==> src/rtl/mc_control_fsm_if.sv <==
// Signal bundle between the multicycle MIPS control FSM and its datapath.
// master = control unit side, slave = datapath / instruction register side.
interface mc_control_fsm_if #(
    parameter int CNT_W = 32
);
    logic [5:0]       op;
    logic             zero;
    logic             mem_ready;
    logic             IorD;
    logic             IRwrite;
    logic             memwrite;
    logic             memtoreg;
    logic             regwrite;
    logic             regdst;
    logic             alusrcA;
    logic             branch;
    logic             pcwrite;
    logic [1:0]       alusrcB;
    logic [2:0]       aluop;
    logic [1:0]       pcsrc;
    logic             zeroext;
    logic             pcen;
    logic             illegal;
    logic [3:0]       state_o;
    logic [CNT_W-1:0] retired;

    modport master (
        input  op, zero, mem_ready,
        output IorD, IRwrite, memwrite, memtoreg, regwrite, regdst, alusrcA,
               branch, pcwrite, alusrcB, aluop, pcsrc, zeroext, pcen, illegal,
               state_o, retired
    );

    modport slave (
        output op, zero, mem_ready,
        input  IorD, IRwrite, memwrite, memtoreg, regwrite, regdst, alusrcA,
               branch, pcwrite, alusrcB, aluop, pcsrc, zeroext, pcen, illegal,
               state_o, retired
    );
endinterface

==> src/rtl/mc_control_fsm.sv <==
// Main control FSM for the multicycle MIPS datapath: instruction sequencing,
// memory-ready waits, optional extended opcodes, sticky trap, retired counter.
//
// state   | meaning
// FETCH   | read instruction, PC+4; IR/PC written on mem_ready
// DECODE  | register read, branch target precompute
// MEMADR  | effective address for LW/SW
// MEMRD   | data read, wait for mem_ready
// MEMWB   | load result to rt
// MEMWR   | data write, wait for mem_ready
// EXECUTE | R-type ALU operation
// ALUWB   | R-type result to rd
// BRANCH  | BEQ/BNE compare and conditional PC update
// IMMEXEC | immediate ALU operation
// IMMWB   | immediate result to rt
// JUMP    | PC <- jump target
// TRAP    | illegal opcode, parked until reset
module mc_control_fsm #(
    parameter bit EXT_OPS = 1'b1,
    parameter int CNT_W   = 32
) (
    input logic              clk,
    input logic              reset_n,
    mc_control_fsm_if.master ctrl
);
    localparam logic [5:0] OP_RTYPE = 6'b000000;
    localparam logic [5:0] OP_LW    = 6'b100011;
    localparam logic [5:0] OP_SW    = 6'b101011;
    localparam logic [5:0] OP_BEQ   = 6'b000100;
    localparam logic [5:0] OP_BNE   = 6'b000101;
    localparam logic [5:0] OP_ADDI  = 6'b001000;
    localparam logic [5:0] OP_ANDI  = 6'b001100;
    localparam logic [5:0] OP_ORI   = 6'b001101;
    localparam logic [5:0] OP_SLTI  = 6'b001010;
    localparam logic [5:0] OP_J     = 6'b000010;

    typedef enum logic [3:0] {
        S_FETCH   = 4'd0,  S_DECODE = 4'd1,  S_MEMADR  = 4'd2,  S_MEMRD = 4'd3,
        S_MEMWB   = 4'd4,  S_MEMWR  = 4'd5,  S_EXECUTE = 4'd6,  S_ALUWB = 4'd7,
        S_BRANCH  = 4'd8,  S_IMMEXEC = 4'd9, S_IMMWB   = 4'd10, S_JUMP  = 4'd11,
        S_TRAP    = 4'd15
    } state_t;

    state_t           r_state;
    state_t           w_next;
    logic [CNT_W-1:0] r_retired;
    logic             w_retire;

    logic       w_iord, w_irwrite, w_memwrite, w_memtoreg, w_regwrite, w_regdst;
    logic       w_alusrca, w_branch, w_pcwrite, w_zeroext;
    logic [1:0] w_alusrcb, w_pcsrc;
    logic [2:0] w_aluop;

    always_ff @(posedge clk or negedge reset_n) begin
        if (!reset_n) r_state <= S_FETCH;
        else          r_state <= w_next;
    end

    always_comb begin
        w_next     = r_state;
        w_iord     = 1'b0;
        w_irwrite  = 1'b0;
        w_memwrite = 1'b0;
        w_memtoreg = 1'b0;
        w_regwrite = 1'b0;
        w_regdst   = 1'b0;
        w_alusrca  = 1'b0;
        w_branch   = 1'b0;
        w_pcwrite  = 1'b0;
        w_zeroext  = 1'b0;
        w_alusrcb  = 2'b00;
        w_pcsrc    = 2'b00;
        w_aluop    = 3'b000;
        case (r_state)
            S_FETCH: begin
                w_alusrcb = 2'b01;
                w_irwrite = ctrl.mem_ready;
                w_pcwrite = ctrl.mem_ready;
                if (ctrl.mem_ready) w_next = S_DECODE;
            end
            S_DECODE: begin
                w_alusrcb = 2'b11;
                case (ctrl.op)
                    OP_RTYPE:                   w_next = S_EXECUTE;
                    OP_LW, OP_SW:               w_next = S_MEMADR;
                    OP_BEQ:                     w_next = S_BRANCH;
                    OP_ADDI:                    w_next = S_IMMEXEC;
                    OP_J:                       w_next = S_JUMP;
                    OP_BNE:                     w_next = EXT_OPS ? S_BRANCH : S_TRAP;
                    OP_ANDI, OP_ORI, OP_SLTI:   w_next = EXT_OPS ? S_IMMEXEC : S_TRAP;
                    default:                    w_next = S_TRAP;
                endcase
            end
            S_MEMADR: begin
                w_alusrca = 1'b1;
                w_alusrcb = 2'b10;
                w_next    = (ctrl.op == OP_LW) ? S_MEMRD : S_MEMWR;
            end
            S_MEMRD: begin
                w_iord = 1'b1;
                if (ctrl.mem_ready) w_next = S_MEMWB;
            end
            S_MEMWB: begin
                w_memtoreg = 1'b1;
                w_regwrite = 1'b1;
                w_next     = S_FETCH;
            end
            S_MEMWR: begin
                w_iord     = 1'b1;
                w_memwrite = 1'b1;
                if (ctrl.mem_ready) w_next = S_FETCH;
            end
            S_EXECUTE: begin
                w_alusrca = 1'b1;
                w_aluop   = 3'b010;
                w_next    = S_ALUWB;
            end
            S_ALUWB: begin
                w_regdst   = 1'b1;
                w_regwrite = 1'b1;
                w_next     = S_FETCH;
            end
            S_BRANCH: begin
                w_alusrca = 1'b1;
                w_aluop   = 3'b001;
                w_pcsrc   = 2'b01;
                w_branch  = 1'b1;
                w_next    = S_FETCH;
            end
            S_IMMEXEC: begin
                w_alusrca = 1'b1;
                w_alusrcb = 2'b10;
                case (ctrl.op)
                    OP_ANDI: w_aluop = 3'b011;
                    OP_ORI:  w_aluop = 3'b100;
                    OP_SLTI: w_aluop = 3'b101;
                    default: w_aluop = 3'b000;
                endcase
                w_zeroext = (ctrl.op == OP_ANDI) || (ctrl.op == OP_ORI);
                w_next    = S_IMMWB;
            end
            S_IMMWB: begin
                w_regwrite = 1'b1;
                w_next     = S_FETCH;
            end
            S_JUMP: begin
                w_pcsrc   = 2'b10;
                w_pcwrite = 1'b1;
                w_next    = S_FETCH;
            end
            S_TRAP:  w_next = S_TRAP;
            default: w_next = S_TRAP;
        endcase
    end

    // An instruction retires on the edge that returns to FETCH; TRAP never returns.
    assign w_retire = (w_next == S_FETCH) && (r_state != S_FETCH);

    always_ff @(posedge clk or negedge reset_n) begin
        if (!reset_n)      r_retired <= '0;
        else if (w_retire) r_retired <= r_retired + CNT_W'(1);
    end

    assign ctrl.IorD     = w_iord;
    assign ctrl.IRwrite  = w_irwrite;
    assign ctrl.memwrite = w_memwrite;
    assign ctrl.memtoreg = w_memtoreg;
    assign ctrl.regwrite = w_regwrite;
    assign ctrl.regdst   = w_regdst;
    assign ctrl.alusrcA  = w_alusrca;
    assign ctrl.branch   = w_branch;
    assign ctrl.pcwrite  = w_pcwrite;
    assign ctrl.alusrcB  = w_alusrcb;
    assign ctrl.aluop    = w_aluop;
    assign ctrl.pcsrc    = w_pcsrc;
    assign ctrl.zeroext  = w_zeroext;
    assign ctrl.pcen     = w_pcwrite | (w_branch & (ctrl.zero ^ (ctrl.op == OP_BNE)));
    assign ctrl.illegal  = (r_state == S_TRAP);
    assign ctrl.state_o  = r_state;
    assign ctrl.retired  = r_retired;
endmodule

==> src/flat_wrapper.sv <==
// flat-port wrapper written by rule: the top's interface ports become plain ports
module mc_control_fsm_flat 
#(
    parameter bit EXT_OPS = 1'b1,
    parameter int CNT_W   = 32
)
  (clk, reset_n, ctrl_op, ctrl_zero, ctrl_mem_ready, ctrl_IorD, ctrl_IRwrite, ctrl_memwrite, ctrl_memtoreg, ctrl_regwrite, ctrl_regdst, ctrl_alusrcA, ctrl_branch, ctrl_pcwrite, ctrl_alusrcB, ctrl_aluop, ctrl_pcsrc, ctrl_zeroext, ctrl_pcen, ctrl_illegal, ctrl_state_o, ctrl_retired);
  mc_control_fsm_if #(.CNT_W(CNT_W)) ctrl_i ();
  input logic clk;
  input logic reset_n;
  input wire logic [$bits(ctrl_i.op)-1:0] ctrl_op;
  input wire logic [$bits(ctrl_i.zero)-1:0] ctrl_zero;
  input wire logic [$bits(ctrl_i.mem_ready)-1:0] ctrl_mem_ready;
  output wire logic [$bits(ctrl_i.IorD)-1:0] ctrl_IorD;
  output wire logic [$bits(ctrl_i.IRwrite)-1:0] ctrl_IRwrite;
  output wire logic [$bits(ctrl_i.memwrite)-1:0] ctrl_memwrite;
  output wire logic [$bits(ctrl_i.memtoreg)-1:0] ctrl_memtoreg;
  output wire logic [$bits(ctrl_i.regwrite)-1:0] ctrl_regwrite;
  output wire logic [$bits(ctrl_i.regdst)-1:0] ctrl_regdst;
  output wire logic [$bits(ctrl_i.alusrcA)-1:0] ctrl_alusrcA;
  output wire logic [$bits(ctrl_i.branch)-1:0] ctrl_branch;
  output wire logic [$bits(ctrl_i.pcwrite)-1:0] ctrl_pcwrite;
  output wire logic [$bits(ctrl_i.alusrcB)-1:0] ctrl_alusrcB;
  output wire logic [$bits(ctrl_i.aluop)-1:0] ctrl_aluop;
  output wire logic [$bits(ctrl_i.pcsrc)-1:0] ctrl_pcsrc;
  output wire logic [$bits(ctrl_i.zeroext)-1:0] ctrl_zeroext;
  output wire logic [$bits(ctrl_i.pcen)-1:0] ctrl_pcen;
  output wire logic [$bits(ctrl_i.illegal)-1:0] ctrl_illegal;
  output wire logic [$bits(ctrl_i.state_o)-1:0] ctrl_state_o;
  output wire logic [$bits(ctrl_i.retired)-1:0] ctrl_retired;
  assign ctrl_i.op = ctrl_op;
  assign ctrl_i.zero = ctrl_zero;
  assign ctrl_i.mem_ready = ctrl_mem_ready;
  assign ctrl_IorD = ctrl_i.IorD;
  assign ctrl_IRwrite = ctrl_i.IRwrite;
  assign ctrl_memwrite = ctrl_i.memwrite;
  assign ctrl_memtoreg = ctrl_i.memtoreg;
  assign ctrl_regwrite = ctrl_i.regwrite;
  assign ctrl_regdst = ctrl_i.regdst;
  assign ctrl_alusrcA = ctrl_i.alusrcA;
  assign ctrl_branch = ctrl_i.branch;
  assign ctrl_pcwrite = ctrl_i.pcwrite;
  assign ctrl_alusrcB = ctrl_i.alusrcB;
  assign ctrl_aluop = ctrl_i.aluop;
  assign ctrl_pcsrc = ctrl_i.pcsrc;
  assign ctrl_zeroext = ctrl_i.zeroext;
  assign ctrl_pcen = ctrl_i.pcen;
  assign ctrl_illegal = ctrl_i.illegal;
  assign ctrl_state_o = ctrl_i.state_o;
  assign ctrl_retired = ctrl_i.retired;
  mc_control_fsm #(.EXT_OPS(EXT_OPS), .CNT_W(CNT_W)) u_core (.clk(clk), .reset_n(reset_n), .ctrl(ctrl_i));
endmodule
==> config.mk <==
export PLATFORM = sky130hd
export DESIGN_NAME = mc_control_fsm_flat
export DESIGN_NICKNAME = d
export VERILOG_FILES = /design/src/rtl/mc_control_fsm_if.sv /design/src/rtl/mc_control_fsm.sv /design/src/flat_wrapper.sv
export SDC_FILE = /design/constraint.sdc
export NUM_CORES = 1
export LEC_CHECK = 0
export BUFFER_PORTS_ARGS = -buffer_cell sky130_fd_sc_hd__buf_2
export CAP_MARGIN = 20
export CORE_MARGIN = 8
export CORE_UTILIZATION = 42
export DETAILED_ROUTE_END_ITERATION = 7
export HOLD_SLACK_MARGIN = 0.15
export PLACE_DENSITY = 0.67
export SLEW_MARGIN = 40
export SYNTH_ARGS = -nofsm -noshare
export SYNTH_HDL_FRONTEND = slang
export SYNTH_SLANG_ARGS = --single-unit
==> constraint.sdc <==
create_clock -name clk -period 3 [get_ports clk]
set_clock_uncertainty 0.15 [all_clocks]
set_input_delay 0.6 -clock clk [delete_from_list [all_inputs] [get_ports clk]]
set_output_delay 0.6 -clock clk [all_outputs]
set_load 0.1 [all_outputs]
# Word level (Yosys, flattened, before mapping)
# Cells that the tools add are included.
# word_totals
reg_bits	36
input_bits	10
output_inout_bits	55
wordCells	61
# op_classes
bitwise_logic	3
add_sub_neg	1
n_mux	20
n_reduce_logical	14
eq_ne	21
# op_table
op	n
adder 32 x 1 -> 32 bit (second input constant)	1
case mux 4 bit (8 select lines)	1
== test 6 x 4 -> 1 bit (second input constant)	4
== test 4 bit (second input constant)	5
case mux 4 bit (5 select lines)	1
case mux 3 bit (3 select lines)	2
== test 4 x 3 -> 1 bit (second input constant)	4
== test 6 x 3 -> 1 bit (second input constant)	2
== test 6 bit (second input constant)	2
2-to-1 mux 4 bit	3
2-to-1 mux 1 bit	9
== test 4 x 2 -> 1 bit (second input constant)	2
zero test 4 bit	2
OR reduction 2 bit	4
OR reduction 4 bit	2
== test 6 x 2 -> 1 bit (second input constant)	1
zero test 6 bit	1
case mux 2 bit (3 select lines)	1
OR reduction 5 bit	1
== test 4 x 1 -> 1 bit (second input constant)	1
case mux 2 bit (2 select lines)	1
nonzero test 4 bit	1
2-to-1 mux 3 bit	1
OR reduction 3 bit	1
other kinds (6)	6

# Longest topological paths before layout
# Gate-level depths: netlist (run 1).
# depth
word_depth	6
ltp_mapped	9
ltp_nobuf	7

# Worst setup path before layout (run 1)
# No wires, ideal clock.
# synth_timing
path_type	register to output
from	register u_core.r_state[3], in the netlist u_core.ctrl.state_o[3]
to	output ctrl_pcen
arrival_time_ps	4418
stages_incl_launch_ff	5
slack_ps	-2168
path_buffers	1
t_required_ps	2250
cell_sequence	dfrtp_1 -> buf_2 -> nand2_1 -> nor3_1 -> a21o_1
# synth_via
elab_chain_cells	4
word_cells_on_any_way	7
classes_between	eq/ne (2); mux (2); bitwise (2); reduce/logical (1)
# synth_rtl
element	line_no	text
start: declaration	mc_control_fsm.sv:44	state_t r_state;
start signal: assignment	mc_control_fsm.sv:56	else r_state <= w_next;
== test 4 bit	mc_control_fsm.sv:74	case (r_state)
2-to-1 mux 1 bit	mc_control_fsm.sv:74	
named net ctrl_branch	flat_wrapper.sv:21	output wire logic [$bits(ctrl_i.branch)-1:0] ctrl_branch;
bitwise AND 1 bit	mc_control_fsm.sv:177	assign ctrl.pcen = w_pcwrite | (w_branch & (ctrl.zero ^ (ctrl.op == OP_BNE)));
OR 1 bit	mc_control_fsm.sv:177	
end: declaration	flat_wrapper.sv:27	output wire logic [$bits(ctrl_i.pcen)-1:0] ctrl_pcen;
# The timed path passes the listed nets, and every way through them passes these cells.

# Worst setup path in the final report (run 1)
# layout_timing
from	register u_core.r_state[2], in the netlist u_core.ctrl.state_o[2]
to	register u_core.r_retired[1], in the netlist u_core.ctrl.retired[1]
# layout_via
elab_chain_cells	5
word_cells_on_any_way	20
classes_between	eq/ne (11); mux (4); reduce/logical (5)
# layout_rtl
element	line_no	text
== test 4 x 3 -> 1 bit or == test 4 bit (tied branches)	mc_control_fsm.sv:74	
OR reduction 5 bit (no line)	-	
case mux 4 bit (8 select lines)	mc_control_fsm.sv:74	
zero test 4 bit	mc_control_fsm.sv:157	assign w_retire = (w_next == S_FETCH) && (r_state != S_FETCH);
logical AND 1 bit *	mc_control_fsm.sv:157	
end signal: assignment	mc_control_fsm.sv:161	else if (w_retire) r_retired <= r_retired + CNT_W'(1);
end: declaration	mc_control_fsm.sv:46	logic [CNT_W-1:0] r_retired;
# Mark *: on every way between the ends. The rest lies on a longest branch, timed or not.
# A chain may end at the register's enable or synchronous reset.

==> metrics.cfg, run 1 <==
[outcome]
status = complete, no violations

[clock_network]
path_clk_slew_ps = 80
cts-resized-gates = 0
clkSinkCount = 36
clockRootBuffer = clkbuf_8
numCtsBuffers = 5
htree_levels = 2
clk_path_buf_depth = 2
clock_latency_ps = 290
cts_tree = yes

[place]
place_ws_ps = 191
routabilityCongestion = 0.860
port-buffer-count = 64
place_inst = 380
hpwl_um = 4420
placed_area_um2 = 2860

[critical_path]
slowest_delay_ps = 570
cp.required_ps = 3030
reg2regPathDepth = 7
cp-end-kind = flop
critPathSlowestCell = dfrtp_4
r2r-start = u_core.ctrl.state_o[2]
critical_path_arrival_ps = 2760
critPathMaxFanout = 16
start_kind = flop
rrSetupSlack_ps = 270
r2r-end = u_core.ctrl.retired[1]
cp_cell_sequence = or4b_1, a221o_1, and3_1, buf_4, o2111a_4, nand2_1, mux2_1
criticalPathCategory = flop to flop

[finish]
layout-drive-gt1-share_pct = 34.1
num_antenna_cells = 0
area_growth_pct = 29.1
stdcell_count = 389
nets = 327
fillers = 520
stdcell_area_um2 = 2960

[detailed_routing]
vias = 2124
dr.pass1.iters = 4
vias_per_cell = 5.46
drt-initial-drc-count = 177
final_antenna_net_count = 0
post-route-drc-count = 0
wl_per_cell_um = 15.2
drt-total-wl_um = 5920

[die]
start_util_pct = 42.5
die_x_um = 89.9
die_h_um = 89.9
core_area_um2 = 5410
rows = 27
die_area_um2 = 8090
pin_count = 65

[synth]
synthesis.nets = 262
yosysWarningCount = 0
syn_area_um2 = 2300
yosysSeqAreaShare_pct = 39.2
ys_ff_latch = 36
synth.avg_cell_area_um2 = 9.15
synth_cells = 251
ys_types = 50

[sta]
slew_headroom_pct = 66.7
fin_crit_ps = 2730
setup_ws_ps = 270
hold_viol = 0
max_clock_freq_ghz = 0.366
post-route-period-util_pct = 91.0
whs_ps = 324
worst_pin_slew_ps = 503
setup_viol = 0
slew_viol_final = 0
rsz0062_at_grt = no

[global_routing]
grt_usage_pct = 14.9
grt_pass1_vias = 2094
met2_usage_pct = 23.5
met3_usage_pct = 4.24
grt_max_degree = 37
met1_usage_pct = 19.7
antenna_found_initial = 0
grt_overflow = 0
grt_pass1_wl_um = 10400
grt.busiest_layer = met2

[pwr]
max-vdd-ir-drop_uv = 579
p_leak_nw = 1.35
total_power_mw = 3.46
power_density_nw_per_um2 = 1170

[hold_path]
whs_endpoint = u_core.ctrl.retired[31]
min_from = u_core.ctrl.retired[31]
whs_path_depth = 1
min_path_type = flop to flop

[run]
cap_violations = 0

critical path: cells and delay by family (launching register included):
| family | cells | cell delay (ps) |
|---|---|---|
| AO/OA/AOI/OAI | 2 | 540 |
| buffers and inverters | 1 | 180 |
| flip-flops | 1 | 570 |
| multiplexers | 1 | 320 |
| AND/OR/NAND/NOR | 3 | 880 |
Yosys cell counts, drive strengths merged:
cell | instances | area share, %
or3 | 2 | 0.54
nor2b | 2 | 0.54
and4 | 5 | 1.9
and4b | 1 | 0.44
a31oi | 2 | 0.54
xnor2 | 23 | 8.8
nor4bb | 1 | 0.44
buf | 11 | 3.2
or4 | 4 | 1.3
ha | 1 | 0.54
nand4 | 21 | 5.7
a21oi | 2 | 0.44
o32ai | 1 | 0.38
mux2 | 1 | 0.49
a22oi | 1 | 0.33
nor4 | 4 | 1.6
nand3b | 1 | 0.33
o311a | 1 | 0.93
nand3 | 16 | 3.5
dfrtp | 36 | 39
nor4b | 2 | 0.76
o2111a | 1 | 0.87
and3 | 7 | 1.9
or4b | 2 | 0.87
xor2 | 10 | 3.8
nor2 | 21 | 3.4
o21a | 1 | 0.33
o21ai | 8 | 1.7
nor3b | 1 | 0.33
nand2 | 15 | 2.5
nand2b | 4 | 1.1
or3b | 1 | 0.38
or2 | 2 | 0.65
o22ai | 2 | 0.54
a221o | 1 | 0.44
o211ai | 1 | 0.33
clkbuf | 4 | 0.65
nor3 | 15 | 3.3
a21o | 2 | 0.65
inv | 6 | 0.98
a211oi | 2 | 0.87
o2111ai | 1 | 0.65
a211o | 1 | 0.38
o31ai | 1 | 0.33
and2 | 4 | 1.1
metal layers:
metal  routed length, um  vias up
met5                   0        -
met1                2730      998
met2                2840       64
li1                    -     1054
met3                 307        8
met4                  44        0
timing repair:
action                    4_1_cts  5_1_grt
buffers inserted                0        0
hold endpoints to repair        0       24
hold buffers                    0        1
worst max path at each step:
| stage | startpoint | to | slack, ps | depth (start not counted) |
|---|---|---|---|---|
| after global routing | u_core.ctrl.state_o[1] | ctrl_aluop[1] | 170 | 5 |
| after detailed placement | ctrl_op[0] | u_core.ctrl.retired[26] | 190 | 8 |
| final | u_core.ctrl.state_o[2] | u_core.ctrl.retired[1] | 270 | 7 |
| after CTS | u_core.ctrl.state_o[2] | u_core.ctrl.retired[1] | 270 | 7 |
| after floorplan | u_core.ctrl.state_o[1] | ctrl_illegal | -230 | 3 |
| after global placement | ctrl_op[0] | u_core.ctrl.retired[6] | 220 | 7 |
registers in the layout, summed over array words and instances, names as in the netlist:
register / count
u_core.ctrl.retired: 32
u_core.ctrl.state_o: 4
cells in the final DEF, fill, tap and decap left out, drive strengths merged, types with 2 or more instances in the layout:
cell type   n
nand2b      4
or4         4
or4b        2
nand4      21
a21oi       2
nor3       15
o22ai       2
clkbuf      5
and2        4
nand3      16
inv         6
nand2      15
xor2       10
o21ai       8
a31oi       2
or2         2
buf        72
and3        7
nor4b       2
nor4        4
dfrtp      36
clkinv      3
nor2       21
and4        5
or3         2
xnor2      23
a211oi      2
nor2b       2
a21o        2
final cells by class:
| cell class | count | area, um^2 | area share, % |
|---|---|---|---|
| multi-input combinational | 194 | 1390 | 46.7 |
| sequential | 36 | 911 | 30.7 |
| timing repair buffer | 73 | 468 | 15.8 |
| tap | 72 | 90.1 | 3.04 |
| clock buffer | 5 | 68.8 | 2.32 |
| inverter | 6 | 22.5 | 0.760 |
| clock inverter | 3 | 18.8 | 0.633 |
power by group:
group / internal (mW) / total (mW) / switching (mW) / leakage (nW)
clock: 0.162 / 0.339 / 0.177 / 0.0479
sequential: 0.566 / 0.720 / 0.154 / 0.478
combinational: 0.556 / 2.40 / 1.84 / 0.827
logic make-up after synthesis:
logic type / Yosys count / synth area share [%]
AOI/OAI and AO/OA: 28 / 9.75
xor gates and xnor gates: 33 / 12.6
adders and majority gates: 1 / 0.545
buffers and inverters: 21 / 4.79
DFF: 36 / 39.2
muxes: 1 / 0.490
and+or+nand+nor: 131 / 32.6
through the flow:
stage | setup TNS [ps] | utilization, %
floorplan | -844 | -
CTS | 0 | 54.6
detailed placement | 0 | 53.0
finish | 0 | 54.8
global route | 0 | 54.8
global placement | 0 | 53.0
(Power assumes the default switching activity.)
==> inputs of run 2 (changes only) <==
==> constraint.sdc (replaced) <==
create_clock -name clk -period 3 [get_ports clk]
set_clock_uncertainty 0.15 [all_clocks]
set_input_delay 0.6 -clock clk [delete_from_list [all_inputs] [get_ports clk]]
set_output_delay 0.6 -clock clk [all_outputs]
set_load 0.02 [all_outputs]
==> run 2 against run 1 <==
Clock-buffer cell count increased by 1. Wire length increased by 3.7%. Critical endpoint unchanged. Power decreased by 30%. Sequential share of layout area increased by 1.5 points. Combinational power decreased by 42%. First-iteration DRC count decreased by 59%. Cell area decreased by 5.6%. Hold slack improved by 6.3 ps. Core utilization decreased by 3.1 points.
==> metrics.cfg, run 2 (synthesis gave the netlist of run 1 again) <==
[finish]
final_util_pct = 51.8
fillers = 531
stdcell_area_um2 = 2800
regArea_um2 = 901
final_common_cell = buf_2
num_antenna_cells = 0
final_cell_mix = buf_2, dfrtp_1, xnor2_1
largest_reg_flops = 32
multi_input_area_um2 = 1280
layout-drive-gt1-share_pct = 28.5
stdcell_count = 391
nets = 329
area_growth_pct = 21.9

[sta]
slew_viol_final = 0
setup_ws_ps = 274
post-route-period-util_pct = 90.9
hold_viol = 0
setup_viol = 0
slew_headroom_pct = 62.9
tns_ps = 0
rsz0062_at_grt = no
max_clock_freq_ghz = 0.367
fin_crit_ps = 2730
whs_ps = 330
worst_pin_slew_ps = 554

[critical_path]
cp_cell_sequence = or4b_1, a221o_1, and3_1, buf_4, o2111a_4, nand2_1, mux2_1
critPathMaxFanout = 16
criticalPathCategory = flop to flop
cp_top_family = simple AND/OR/NAND/NOR gates
slowest_delay_ps = 630
cp_num_buf_inv = 1
critPathSlowestCell = dfrtp_1
critical_path_arrival_ps = 2750
cp-end-kind = flop
cp.required_ps = 3020
cp.depth = 7
reg2regPathDepth = 7
start_kind = flop

[place]
routabilityCongestion = 0.795
place_inst = 382
placed_area_um2 = 2690
place_ws_ps = 144
port-buffer-count = 64
hpwl_um = 4490

[pwr]
internal_power_mw = 1.23
pwr-share-comb_pct = 57.9
pwr-share-seq_pct = 27.0
total_power_mw = 2.40
p_leak_nw = 1.35
power_density_nw_per_um2 = 858
swShare_pct = 49.0
max-vdd-ir-drop_uv = 504
pwr-share-clk_pct = 15.0
switchingPower_mw = 1.18

[detailed_routing]
wl_met1_um = 2840
met2_length_um = 2770
post-route-drc-count = 0
met3WireLength_um = 444
dr.pass1.iters = 4
wl_per_cell_um = 15.7
drt-total-wl_um = 6140
final_antenna_net_count = 0
vias = 2146
drt-initial-drc-count = 73
vias_per_cell = 5.49
top_layer_used = met4

[run]
cap_violations = 0

[clock_network]
clockRootBuffer = clkbuf_8
htree_levels = 2
path_clk_slew_ps = 80
cts_hold_buf = 0
clk_path_buf_depth = 2
numCtsBuffers = 5
cts_setup_buffers = 0
clkSinkCount = 36
clock_latency_ps = 290
cts_tree = yes
cts-resized-gates = 0

[global_routing]
grt_pass1_wl_um = 10600
antenna_found_initial = 0
grt_max_degree = 37
grt_pass1_vias = 2131
grt_overflow = 0
grt_usage_pct = 15.3

[hold_path]
min_path_type = flop to flop
whs_path_depth = 1

[die]
die_x_um = 89.9
pin_count = 65
die_h_um = 89.9
die_area_um2 = 8090
rows = 27
core_area_um2 = 5410
start_util_pct = 42.5

[outcome]
status = complete, no violations

[run 2: cell types whose count changed in the layout (fill, tap and decap cells not counted), moves of 3 or more]
cell and change:
buf_12 -5, nor2_2 -4, buf_2 +5, nor3_1 +3, nor2_1 +4, dfrtp_1 +4
[run 2: worst reg2reg max path, delay by kind of cell (launching register included)]
kind,cells,cell delay (ps)
AND/OR/NAND/NOR,3,870
flip-flops,1,630
AO/OA/AOI/OAI,2,450
buffers and inverters,1,170
multiplexers,1,330
[run 2: area by class of cell]
type                            instances  share of cell area [%]
Clock buffer                            6                    2.95
Clock inverter                          2                   0.358
Inverter                                6                   0.805
Multi-Input combinational cell        194                    45.9
Sequential cell                        36                    32.2
Tap cell                               72                    3.22
Timing Repair Buffer                   75                    14.6
[run 2: per-layer routing]
layer  up-vias  global-route usage, %
met5         -                      0
met4         0                   5.13
met3         8                   5.40
met2        69                   23.2
met1      1015                   19.8
li1       1054                      -
[run 2: worst paths after layout]
path                                           endpoint  slack [ps]                     from
worst max-delay path             u_core.ctrl.retired[1]         270   u_core.ctrl.state_o[0]
worst min-delay path            u_core.ctrl.retired[31]         330  u_core.ctrl.retired[31]
worst max register to register   u_core.ctrl.retired[1]         270   u_core.ctrl.state_o[0]
worst min register to register  u_core.ctrl.retired[31]         330  u_core.ctrl.retired[31]
max in group asynchronous        u_core.ctrl.retired[7]        1740                  reset_n
min in group asynchronous       u_core.ctrl.retired[12]         640                  reset_n
[run 2: power by group through the flow]
stage / registers (mW) / logic, mW / clock network, mW
after detailed placement: 0.658 / 1.39 / 0
after CTS: 0.649 / 1.39 / 0.368
final: 0.650 / 1.39 / 0.361
after global placement: 0.656 / 1.36 / 0
after floorplan: 0.719 / 0.930 / 0
after global routing: 0.669 / 1.52 / 0.385
==> inputs of run 3 (changes only) <==
--- a/config.mk
+++ b/config.mk
@@ -12,6 +12,7 @@
 export DETAILED_ROUTE_END_ITERATION = 7
 export HOLD_SLACK_MARGIN = 0.15
 export PLACE_DENSITY = 0.67
+export RECOVER_POWER = 50
 export SLEW_MARGIN = 40
 export SYNTH_ARGS = -nofsm -noshare
 export SYNTH_HDL_FRONTEND = slang
==> constraint.sdc (replaced) <==
create_clock -name clk -period 3.1 [get_ports clk]
set_clock_uncertainty 0.15 [all_clocks]
set_input_delay 0.62 -clock clk [delete_from_list [all_inputs] [get_ports clk]]
set_output_delay 0.62 -clock clk [all_outputs]
set_load 0.02 [all_outputs]
==> run 3 against run 2 <==
Sequential share of layout area up 0.87 points. Flip-flop and latch count is the same. The run now ends with max-capacitance violations, max-slew violations left. Non-clock buffer count is 3 lower. Critical path type unchanged. Sequential power decreased by 0.9%. Die area stayed put.
==> metrics.cfg, run 3 (synthesis gave the netlist of run 1 again) <==
[clock_network]
cts_hold_buf = 0
cts_tree = yes
path_clk_slew_ps = 70
htree_levels = 2
clk_path_buf_depth = 2
clkSinkCount = 36
cts-resized-gates = 0
numCtsBuffers = 5
clockRootBuffer = clkbuf_8
clock_latency_ps = 290
cts_setup_buffers = 0

[die]
core_area_um2 = 5410
die_area_um2 = 8090
pin_count = 65
rows = 27
start_util_pct = 42.5
die_h_um = 89.9
die_x_um = 89.9

[pwr]
pwr-share-comb_pct = 56.5
switchingPower_mw = 1.12
power_density_nw_per_um2 = 832
pwr-share-seq_pct = 28.4
internal_power_mw = 1.15
swShare_pct = 49.4
pwr-share-clk_pct = 15.1
p_leak_nw = 1.21
max-vdd-ir-drop_uv = 504
total_power_mw = 2.27

[detailed_routing]
drt-initial-drc-count = 72
wl_per_cell_um = 15.8
drt-total-wl_um = 6130
dr.pass1.iters = 4
post-route-drc-count = 0
final_antenna_net_count = 0
vias = 2159
vias_per_cell = 5.56

[sta]
tns_ps = 0
setup_ws_ps = 337
setup_viol = 0
whs_ps = 329
post-route-period-util_pct = 89.1
max_clock_freq_ghz = 0.362
hold_viol = 0
slew_headroom_pct = -30.9
rsz0062_at_grt = no
slew_viol_final = 37
fin_crit_ps = 2760
worst_pin_slew_ps = 1960

[critical_path]
start_kind = flop
cp_num_buf_inv = 1
cp_top_family = simple AND/OR/NAND/NOR gates
critical_path_arrival_ps = 2780
criticalPathCategory = flop to flop
cp.required_ps = 3120
cp_cell_sequence = or4b_1, a221o_1, and3_1, buf_4, o2111a_4, nand2_1, mux2_1
slowest_delay_ps = 570
critPathSlowestCell = or4b_1
cp-end-kind = flop
critPathMaxFanout = 17

[hold_path]
min_path_type = flop to flop

[place]
port-buffer-count = 64
hpwl_um = 4510
place_ws_ps = 236
routabilityCongestion = 0.768

[global_routing]
antenna_found_initial = 0
grt_usage_pct = 14.9
grt_max_degree = 37
grt_overflow = 0
grt_pass1_vias = 2109
grt_pass1_wl_um = 10200

[finish]
final_util_pct = 50.4
regArea_um2 = 901
area_growth_pct = 18.7
num_antenna_cells = 0
final_cell_mix = buf_2, dfrtp_1, clkbuf_1
nets = 326
layout-drive-gt1-share_pct = 19.0
fillers = 534
largest_reg_flops = 32
multi_input_area_um2 = 1270
final_common_cell = buf_2

[outcome]
status = finished, violations left
violations = max-capacitance violations, max-slew violations

[run]
cap_violations = 1

-- run 3: layer usage --
metal	vias to the layer above	GRT usage (%)	part of all wire (%)	routed length, um
li1	1044	-	-	-
met1	1024	18.8	44	2720
met2	83	22.2	45	2740
met3	8	5.57	9.5	582
met4	0	6.10	1.3	82
met5	-	0	0	0
-- run 3: per-stage QoR --
step / std cells / instance area (um^2)
final: 388 / 2730
after floorplan: 251 / 2300
after global placement: 380 / 2680
after global routing: 388 / 2730
after CTS: 388 / 2770
after detailed placement: 380 / 2680
-- run 3: worst paths after layout --
| kind | startpoint | to | slack, ps | depth (start not counted) |
|---|---|---|---|---|
| hold / removal | u_core.ctrl.retired[31] | u_core.ctrl.retired[31] | 330 | 1 |
| hold reg to reg | u_core.ctrl.retired[31] | u_core.ctrl.retired[31] | 330 | 1 |
| setup / recovery | u_core.ctrl.state_o[1] | u_core.ctrl.retired[1] | 340 | 7 |
| min in group asynchronous | reset_n | u_core.ctrl.retired[0] | 730 | 1 |
| setup reg to reg | u_core.ctrl.state_o[1] | u_core.ctrl.retired[1] | 340 | 7 |
| max in group asynchronous | reset_n | u_core.ctrl.retired[27] | 940 | 1 |
-- run 3: area by class of cell --
cell class	instances	area share (%)
Clock buffer	8	3.31
Inverter	6	0.826
Multi-Input combinational cell	194	46.8
Sequential cell	36	33.1
Tap cell	72	3.31
Timing Repair Buffer	72	12.7
-- run 3: power groups by stage --
stage	sequential (mW)	clock (mW)	combinational [mW]
after floorplan	0.696	0	0.900
after global placement	0.648	0	1.28
after detailed placement	0.652	0	1.31
after CTS	0.643	0.357	1.31
after global routing	0.660	0.377	1.40
final	0.644	0.343	1.28
